[src/rtl/stopwatch_run_ctrl.sv]
// stopwatch_run_ctrl
//   Run/mode controller for the SS.hh BCD stopwatch counter (00.00-99.99).
//   It picks the count direction and start value from the mode, loads the
//   counter, and toggles run/pause on each rising edge of the stop button.
//   While running, it issues one count-enable pulse every TICK_DIV clocks.
//   It halts in DONE once the counter reports the terminal value.
//
// Ports
//   clk, reset     rising-edge clock, synchronous active-high reset
//   clear          pulse: reload the start value for the current mode, pause
//   mode[1:0]      0 up/00.00, 1 up/preset, 2 down/99.99, 3 down/preset
//   stop           debounced button level; a rising edge toggles run/pause
//   n0, n1         preset seconds digits (ones, tens), clamped to 9
//   cnt_at_zero    counter == 00.00
//   cnt_at_max     counter == 99.99
//   cnt_load       1-cycle pulse: the counter loads cnt_load_val
//   cnt_load_val   BCD {s10,s1,h10,h1}
//   cnt_en         1-cycle pulse: the counter steps one hundredth
//   cnt_up         count direction (1 = up)
//   running, done  status flags for RUN and DONE
module stopwatch_run_ctrl #(
  parameter int TICK_DIV = 1_000_000
) (
  input  logic        clk,
  input  logic        reset,
  input  logic        clear,
  input  logic [1:0]  mode,
  input  logic        stop,
  input  logic [3:0]  n0,
  input  logic [3:0]  n1,
  input  logic        cnt_at_zero,
  input  logic        cnt_at_max,
  output logic        cnt_load,
  output logic [15:0] cnt_load_val,
  output logic        cnt_en,
  output logic        cnt_up,
  output logic        running,
  output logic        done
);

  localparam int TW = $clog2(TICK_DIV);
  localparam logic [TW-1:0] TICK_LAST = TW'(TICK_DIV - 1);

  typedef enum logic [2:0] {
    S_IDLE,
    S_LOAD,
    S_PAUSE,
    S_RUN,
    S_DONE
  } state_t;

  state_t        state_q, state_d;
  logic [TW-1:0] tick_q, tick_d;
  logic          stop_q;
  logic [1:0]    mode_q;
  logic          cnt_load_q, cnt_load_d;
  logic [15:0]   cnt_load_val_q, cnt_load_val_d;
  logic          cnt_en_q, cnt_en_d;
  logic          cnt_up_q, cnt_up_d;
  logic          running_q, running_d;
  logic          done_q, done_d;

  logic stop_rise, mode_chg, terminal;

  function automatic logic [3:0] clamp_digit(input logic [3:0] n);
    return (n > 4'd9) ? 4'h9 : n;
  endfunction

  always_comb begin
    stop_rise = stop & ~stop_q;
    mode_chg  = (mode != mode_q);
    // The terminal value depends on the direction that is currently loaded.
    terminal  = cnt_up_q ? cnt_at_max : cnt_at_zero;

    state_d        = state_q;
    tick_d         = '0;
    cnt_en_d       = 1'b0;
    cnt_up_d       = cnt_up_q;
    cnt_load_val_d = cnt_load_val_q;

    case (state_q)
      S_IDLE:  state_d = S_LOAD;
      S_LOAD:  state_d = S_PAUSE;
      S_PAUSE: if (stop_rise) state_d = S_RUN;
      S_RUN: begin
        if (stop_rise) begin
          state_d = S_PAUSE;
        end else if (terminal) begin
          // No pulse may be issued while the counter sits on its terminal value.
          state_d = S_DONE;
        end else begin
          tick_d   = (tick_q == TICK_LAST) ? '0 : tick_q + 1'b1;
          cnt_en_d = (tick_q == TICK_LAST);
        end
      end
      S_DONE:  state_d = S_DONE;
      default: state_d = S_IDLE;
    endcase

    // Clear and mode change take precedence over run/pause handling.
    // A stop edge in the same cycle is therefore dropped.
    if (state_q != S_IDLE && (clear || mode_chg)) begin
      state_d  = S_LOAD;
      tick_d   = '0;
      cnt_en_d = 1'b0;
    end

    // The live mode/preset inputs are captured on the edge that enters LOAD.
    // The value is then presented to the counter during the LOAD cycle itself.
    if (state_d == S_LOAD) begin
      cnt_up_d = ~mode[1];
      case (mode)
        2'd0:    cnt_load_val_d = 16'h0000;
        2'd2:    cnt_load_val_d = 16'h9999;
        default: cnt_load_val_d = {clamp_digit(n1), clamp_digit(n0), 8'h00};
      endcase
    end

    cnt_load_d = (state_d == S_LOAD);
    running_d  = (state_d == S_RUN);
    done_d     = (state_d == S_DONE);
  end

  always_ff @(posedge clk) begin
    if (reset) begin
      state_q        <= S_IDLE;
      tick_q         <= '0;
      stop_q         <= 1'b0;
      mode_q         <= mode;
      cnt_load_q     <= 1'b0;
      cnt_load_val_q <= 16'h0000;
      cnt_en_q       <= 1'b0;
      cnt_up_q       <= 1'b0;
      running_q      <= 1'b0;
      done_q         <= 1'b0;
    end else begin
      state_q        <= state_d;
      tick_q         <= tick_d;
      stop_q         <= stop;
      mode_q         <= mode;
      cnt_load_q     <= cnt_load_d;
      cnt_load_val_q <= cnt_load_val_d;
      cnt_en_q       <= cnt_en_d;
      cnt_up_q       <= cnt_up_d;
      running_q      <= running_d;
      done_q         <= done_d;
    end
  end

  assign cnt_load     = cnt_load_q;
  assign cnt_load_val = cnt_load_val_q;
  assign cnt_en       = cnt_en_q;
  assign cnt_up       = cnt_up_q;
  assign running      = running_q;
  assign done         = done_q;

endmodule
[config.mk]
export PLATFORM = sky130hd
export DESIGN_NAME = stopwatch_run_ctrl
export DESIGN_NICKNAME = d
export VERILOG_FILES = /design/src/rtl/stopwatch_run_ctrl.sv
export SDC_FILE = /design/constraint.sdc
export NUM_CORES = 1
export LEC_CHECK = 0
export BUFFER_PORTS_ARGS = -buffer_cell sky130_fd_sc_hd__buf_2
export CORE_ASPECT_RATIO = 0.8
export CORE_MARGIN = 2
export CORE_UTILIZATION = 53
export DETAILED_ROUTE_END_ITERATION = 12
export PLACE_DENSITY = 0.78
export SYNTH_ARGS = -nofsm -noshare
export SYNTH_HDL_FRONTEND = slang
export SYNTH_SLANG_ARGS = --single-unit
export TNS_END_PERCENT = 1
[constraint.sdc]
create_clock -name clk -period 2.2 [get_ports clk]
set_input_delay 0.11 -clock clk [delete_from_list [all_inputs] [get_ports clk]]
set_output_delay 0.11 -clock clk [all_outputs]
set_load 0.01 [all_outputs]
==> flow_summary.json, run 1 <==
{
  "drc": 0,
  "ys_seq_area_frac": 0.447,
  "track_usage": 0.172,
  "die_h_um": 56.0,
  "hold_viol_final": 0,
  "clock.fmax_mhz": 512,
  "setup_viol": 0,
  "grt_most_used_layer": "met2",
  "start_util": 0.568,
  "placed_cell_area_sq_mm": 0.00195,
  "drt_wl_total_mm": 3.19,
  "pwr_density_cell_mw_per_mm2": 660,
  "critPathCaptureType": "flip-flop",
  "htree_levels": 2,
  "wire_per_inst_um": 11.5,
  "avgSynthCellArea_sq_um": 8.78,
  "cts_setup_buffers": 0,
  "peakVddDrop_uv": 430,
  "clock-skew-final_ps": 5.57,
  "clk_pin_slew_ps": 80,
  "synth_top_area_share": 0.447,
  "yosysWarnings": 0,
  "cts.sinks": 40,
  "holdBufCountCts": 0,
  "clkLatencyLatePin_ps": 290,
  "leakagePower_uw": 0.000761,
  "worst_pin_slew_ps": 607,
  "core.rowCount": 18,
  "synth_edf_count": 0,
  "vias_per_cell": 5.24,
  "status": "finished clean",
  "worstSetupPathType": "flip-flop to flip-flop",
  "gp_congestion": 0.827,
  "vias": 1451,
  "maxCapViolCount": 0,
  "layout-drive-gt1-share": 0.224,
  "crit_required_ps": 2380,
  "diodes": 0,
  "use_met2": 0.253,
  "grt_pass1_wl_mm": 5.36,
  "path_cells": "or4b_1 > or4_4 > o211ai_2 > buf_4 > nor2_1",
  "yosysTopAreaCell": "dfxtp_1",
  "root_buffer": "clkbuf_8",
  "clk_path_buf_depth": 2,
  "grt_start_max_net_pins": 16,
  "cp_max_fo": 12,
  "antenna_found_initial": 0,
  "synth_ff_type": "dfxtp_1",
  "syn-instance-count": 204,
  "finalCriticalPeriod_ps": 1950,
  "holdWs_ps": 27.7,
  "cts_buffers": 5,
  "drv_slew": 0,
  "start_kind": "flip-flop",
  "cts_tree": "built",
  "slew_headroom": 0.591,
  "drt-initial-drc-count": 82,
  "syn-cell-area_sq_mm": 0.00179,
  "timing.setup.tns_ps": 0,
  "worstPathArrival_ps": 2130,
  "async_flop_share": 0,
  "grt_use_met3": 0.0652,
  "crit_slowest_cell": "or4b_1",
  "core_sq_mm": 0.00315,
  "io_pins": 37,
  "grt-ovfl-total": 0,
  "period_share": 0.888,
  "crit_path_max_incr_delay_ps": 540,
  "portBuffers": 32,
  "ctsResizeCount": 0,
  "fillers": 285,
  "grt_setup_unrepaired": "no",
  "die_w_um": 69.0,
  "dp_hpwl_mm": 2.36,
  "yosys-top-cells-area": "dfxtp_1, xnor2_1, nor2_1, a21oi_1, nand2_1",
  "die-area_sq_mm": 0.00386,
  "grt_pass1_vias": 1262,
  "layout-area-overhead-vs-synth_pct": 14.0,
  "hp-class": "input port to flip-flop",
  "synth-seq-cells": 40,
  "firstDrtPassIters": 4,
  "grt_use_met1": 0.236,
  "ant_nets": 0,
  "nets": 253,
  "synth_cell_types": 38,
  "final_area_sq_mm": 0.00204
}
## placed cells by master, fill, tap and decap left out, types with 4 or more instances in the layout
| cell | instances |
|---|---|
| or3_1 | 6 |
| clkbuf_8 | 6 |
| nand4_1 | 4 |
| o21ai_0 | 4 |
| buf_2 | 32 |
| conb_1 | 4 |
| inv_1 | 8 |
| xnor2_1 | 14 |
| dfxtp_1 | 40 |
| nand4b_1 | 4 |
| nand3_1 | 5 |
| nor2_1 | 27 |
| nand2_1 | 20 |
| nor4_1 | 5 |
| a21oi_1 | 15 |
| xor2_1 | 4 |
| nor3_1 | 6 |
## per-stage QoR
stage	setup slack, ps	total power [uW]	utilization	cells
3_3_place_gp	301	864	0.617	269
6_report	246	1350	0.648	277
4_1_cts	238	1370	0.648	277
3_5_place_dp	246	865	0.617	269
2_1_floorplan	366	832	-	207
5_1_grt	166	1410	0.648	277
## synth_stat cells, types with 2 or more instances
master and number:
dfxtp_1 40, nor2_1 27, nand2_1 20, a21oi_1 15
xnor2_1 14, inv_1 8, buf_4 7, nor3_1 6
or3_1 6, nand3_1 5, nor4_1 5, clkbuf_1 4
nand4_1 4, nand4b_1 4, o21ai_0 4, xor2_1 4
a211oi_1 3, nor2b_1 3, or4_4 3, a31oi_1 2
buf_6 2, nand2b_1 2
## registers in the layout, summed over array words and instances, names as in the netlist
name,count
tick_q,20
stop_q,1
cnt_load,1
mode_q,2
done,1
running,1
cnt_load_val,9
cnt_en,1
state_q,3
cnt_up,1
## worst max-delay path: cells and delay by family (launching register included)
family | cells | cell delay (ps)
flops | 1 | 340
compound gates | 1 | 200
simple gates | 3 | 1100
buf+inv | 1 | 210
## final timing paths
check,to,slack [ps],cells after the start,startpoint
setup / recovery,tick_q[2]$_SDFF_PP0_,250,5,tick_q[11]$_SDFF_PP0_
hold / removal,mode_q[1]$_DFF_P_,30,1,mode[1]
setup reg to reg,tick_q[2]$_SDFF_PP0_,250,5,tick_q[11]$_SDFF_PP0_
hold reg to reg,cnt_load_val[9]$_SDFFE_PP0N_,450,2,cnt_load_val[9]$_SDFFE_PP0N_
## routing by layer
layer	share of wire	up-vias
met5	0	-
met1	0.53	666
met4	0.011	0
li1	-	759
met2	0.43	22
met3	0.032	4
## cell families (layout without fill, tap and decap cells)
kind of cell             after synthesis  in the layout  synth area share
adder cells (fa/ha/maj)                1              1           0.00698
flip-flops                            40             40             0.447
buffers and inverters                 21             51            0.0670
other                                  1              4           0.00209
AO/OA/AOI/OAI                         29             29            0.0978
AND/OR/NAND/NOR                       92             92             0.279
XOR/XNOR                              18             18            0.0880
multiplexers                           2              2            0.0119
## cell type report
class                           count  area, sq um  area share
Tap cell                           40         50.0      0.0245
Multi-Input combinational cell    146          882       0.432
Clock buffer                        6         82.6      0.0404
Clock inverter                      2         15.0     0.00735
Inverter                            8         30.0      0.0147
Timing Repair Buffer               35          183      0.0894
Sequential cell                    40          801       0.392
## power breakdown
part / total [uW] / switching [uW] / leakage (uW) / internal, uW
sequential: 750 / 9.64 / 0.000326 / 740
clock: 501 / 248 / 0.0000434 / 254
combinational: 98.2 / 55.3 / 0.000392 / 42.9
total: 1350 / 312 / 0.000761 / 1040
Power figures use the tool's default switching activity.
==> run 2: changes to the inputs <==
--- a/config.mk
+++ b/config.mk
@@ -6,11 +6,11 @@
 export NUM_CORES = 1
 export LEC_CHECK = 0
 export BUFFER_PORTS_ARGS = -buffer_cell sky130_fd_sc_hd__buf_2
-export CORE_ASPECT_RATIO = 0.8
 export CORE_MARGIN = 2
-export CORE_UTILIZATION = 53
+export CORE_UTILIZATION = 56
+export CTS_BUF_LIST = sky130_fd_sc_hd__clkbuf_4 sky130_fd_sc_hd__clkbuf_8
 export DETAILED_ROUTE_END_ITERATION = 12
-export PLACE_DENSITY = 0.78
+export PLACE_DENSITY = 0.81
 export SYNTH_ARGS = -nofsm -noshare
 export SYNTH_HDL_FRONTEND = slang
 export SYNTH_SLANG_ARGS = --single-unit
==> constraint.sdc (replaced) <==
create_clock -name clk -period 2.2 [get_ports clk]
set_input_delay 0.11 -clock clk [delete_from_list [all_inputs] [get_ports clk]]
set_output_delay 0.11 -clock clk [all_outputs]
set_load 0.005 [all_outputs]
==> run 2 against run 1 <==
Register-to-register slack got worse by 30 ps. Via count rose by 3.2%. Non-clock buffer count rose by 1. Sequential power barely moved. Design area fell by 0.80%.
==> flow_summary.json, run 2 (synthesis results as in run 1) <==
{
  "status": "finished clean",
  "crit_path_max_incr_delay_ps": 520,
  "slew_headroom": 0.608,
  "whs_endpoint": "stop_q$_SDFF_PP0_",
  "grt_pass1_vias": 1352,
  "cts_tree": "built",
  "grt_setup_unrepaired": "no",
  "largest_reg_flops": 20,
  "peakVddDrop_uv": 391,
  "clk_pin_slew_ps": 100,
  "nets": 254,
  "die_h_um": 60.6,
  "track_usage": 0.207,
  "register_area_sq_um": 801,
  "finalCriticalPeriod_ps": 1980,
  "maxCapViolCount": 0,
  "use_met2": 0.323,
  "ctsResizeCount": 0,
  "start_kind": "flip-flop",
  "holdPathStages": 2,
  "ant_nets": 0,
  "layout_common_cells": "dfxtp_1, buf_2, nor2_1, nand2_1, a21oi_1",
  "wire_per_inst_um": 11.9,
  "critPathCaptureType": "flip-flop",
  "cts_setup_buffers": 0,
  "r2r-start": "tick_q[11]$_SDFF_PP0_",
  "gp_congestion": 0.778,
  "core.rowCount": 20,
  "grt-ovfl-total": 0,
  "fillers": 290,
  "r2r-end": "tick_q[5]$_SDFF_PP0_",
  "leakagePower_uw": 0.000761,
  "die-area_sq_mm": 0.00367,
  "vias_per_cell": 5.31,
  "top_register": "tick_q",
  "grt_use_met1": 0.276,
  "cts_buffers": 5,
  "hp-class": "input port to flip-flop",
  "crit_required_ps": 2440,
  "grt_pass1_wl_mm": 5.65,
  "grt_start_max_net_pins": 16,
  "start_util": 0.587,
  "layout-area-overhead-vs-synth_pct": 13.1,
  "drv_slew": 0,
  "core_sq_mm": 0.00305,
  "diodes": 0,
  "drt_wl_total_mm": 3.37,
  "hold_viol_final": 0,
  "pwr_density_cell_mw_per_mm2": 612,
  "clock.fmax_mhz": 505,
  "drt-initial-drc-count": 34,
  "grt_most_used_layer": "met2",
  "cts.sinks": 40,
  "drc": 0,
  "path_cells": "or4b_1 > or4_4 > o211ai_2 > buf_4 > nor2_1",
  "htree_levels": 2,
  "antenna_found_initial": 0,
  "layout-drive-gt1-share": 0.223,
  "root_buffer": "clkbuf_4",
  "worst_pin_slew_ps": 582,
  "cp_max_fo": 13,
  "period_share": 0.900,
  "rr_worst_depth": 5,
  "dp_cells": 273,
  "clock-skew-final_ps": 7.60,
  "die_w_um": 60.6,
  "reg2reg_slack_ps": 220,
  "clk_path_buf_depth": 2,
  "dp_hpwl_mm": 2.48,
  "layout_commonest_cell": "dfxtp_1",
  "worstSetupPathType": "flip-flop to flip-flop",
  "multiInputGateArea_sq_um": 882,
  "hp-start": "stop",
  "clkLatencyLatePin_ps": 340,
  "io_pins": 37,
  "timing.setup.tns_ps": 0,
  "portBuffers": 32,
  "setup_viol": 0,
  "vias": 1497,
  "stdcell_count": 282,
  "crit_slowest_cell": "or4b_1",
  "worstPathArrival_ps": 2220,
  "grt_use_met3": 0.0384,
  "firstDrtPassIters": 4
}
==> run 2: area by class of cell <==
cell class | instances | area share
clock buffers | 8 | 0.0327
inverters | 8 | 0.0148
multi-input cells | 146 | 0.435
flip-flops and latches | 40 | 0.395
well taps | 44 | 0.0272
repair buffers | 36 | 0.0951
==> run 2: worst max-delay path by stage <==
stage	start	end	slack, ps	cells past startpoint
floorplan	tick_q[11]$_SDFF_PP0_	tick_q[15]$_SDFF_PP0_	370	5
global placement	tick_q[11]$_SDFF_PP0_	tick_q[5]$_SDFF_PP0_	300	5
detailed placement	tick_q[11]$_SDFF_PP0_	tick_q[11]$_SDFF_PP0_	250	5
CTS	tick_q[11]$_SDFF_PP0_	tick_q[11]$_SDFF_PP0_	200	5
global route	tick_q[11]$_SDFF_PP0_	tick_q[5]$_SDFF_PP0_	130	5
finish	tick_q[11]$_SDFF_PP0_	tick_q[5]$_SDFF_PP0_	220	5
==> run 2: critical path: cells and delay by family (launching register included) <==
| kind | cells | cell delay, ps |
|---|---|---|
| compound gates | 1 | 210 |
| flops | 1 | 350 |
| simple gates | 3 | 1100 |
| buf+inv | 1 | 220 |
==> run 2: routing by layer <==
| layer | vias up | share of wire |
|---|---|---|
| li1 | 764 | - |
| met1 | 696 | 0.49 |
| met2 | 28 | 0.46 |
| met3 | 9 | 0.034 |
| met4 | 0 | 0.021 |
| met5 | - | 0 |
==> run 2: where the power goes <==
group	internal, uW	switching (uW)	total [uW]
sequential	741	9.89	751
combinational	43.7	49.0	92.8
clock	182	214	396
total	967	273	1240
==> run 2: through the flow <==
step / hold slack, ps / power [uW] / worst slack, ps / cell area, sq um / utilization
3_3_place_gp: 325 / 857 / 296 / 1950 / 0.639
4_1_cts: 5.82 / 1250 / 201 / 2030 / 0.664
6_report: 8.40 / 1240 / 220 / 2030 / 0.664
5_1_grt: 11.5 / 1300 / 125 / 2030 / 0.664
3_5_place_dp: 315 / 858 / 246 / 1950 / 0.639
2_1_floorplan: 138 / 825 / 366 / 1800 / -
==> run 2: repair_timing <==
action	CTS	global route
endpoints found under the hold margin	1	0
setup endpoints to repair	0	0
hold buffers	1	0
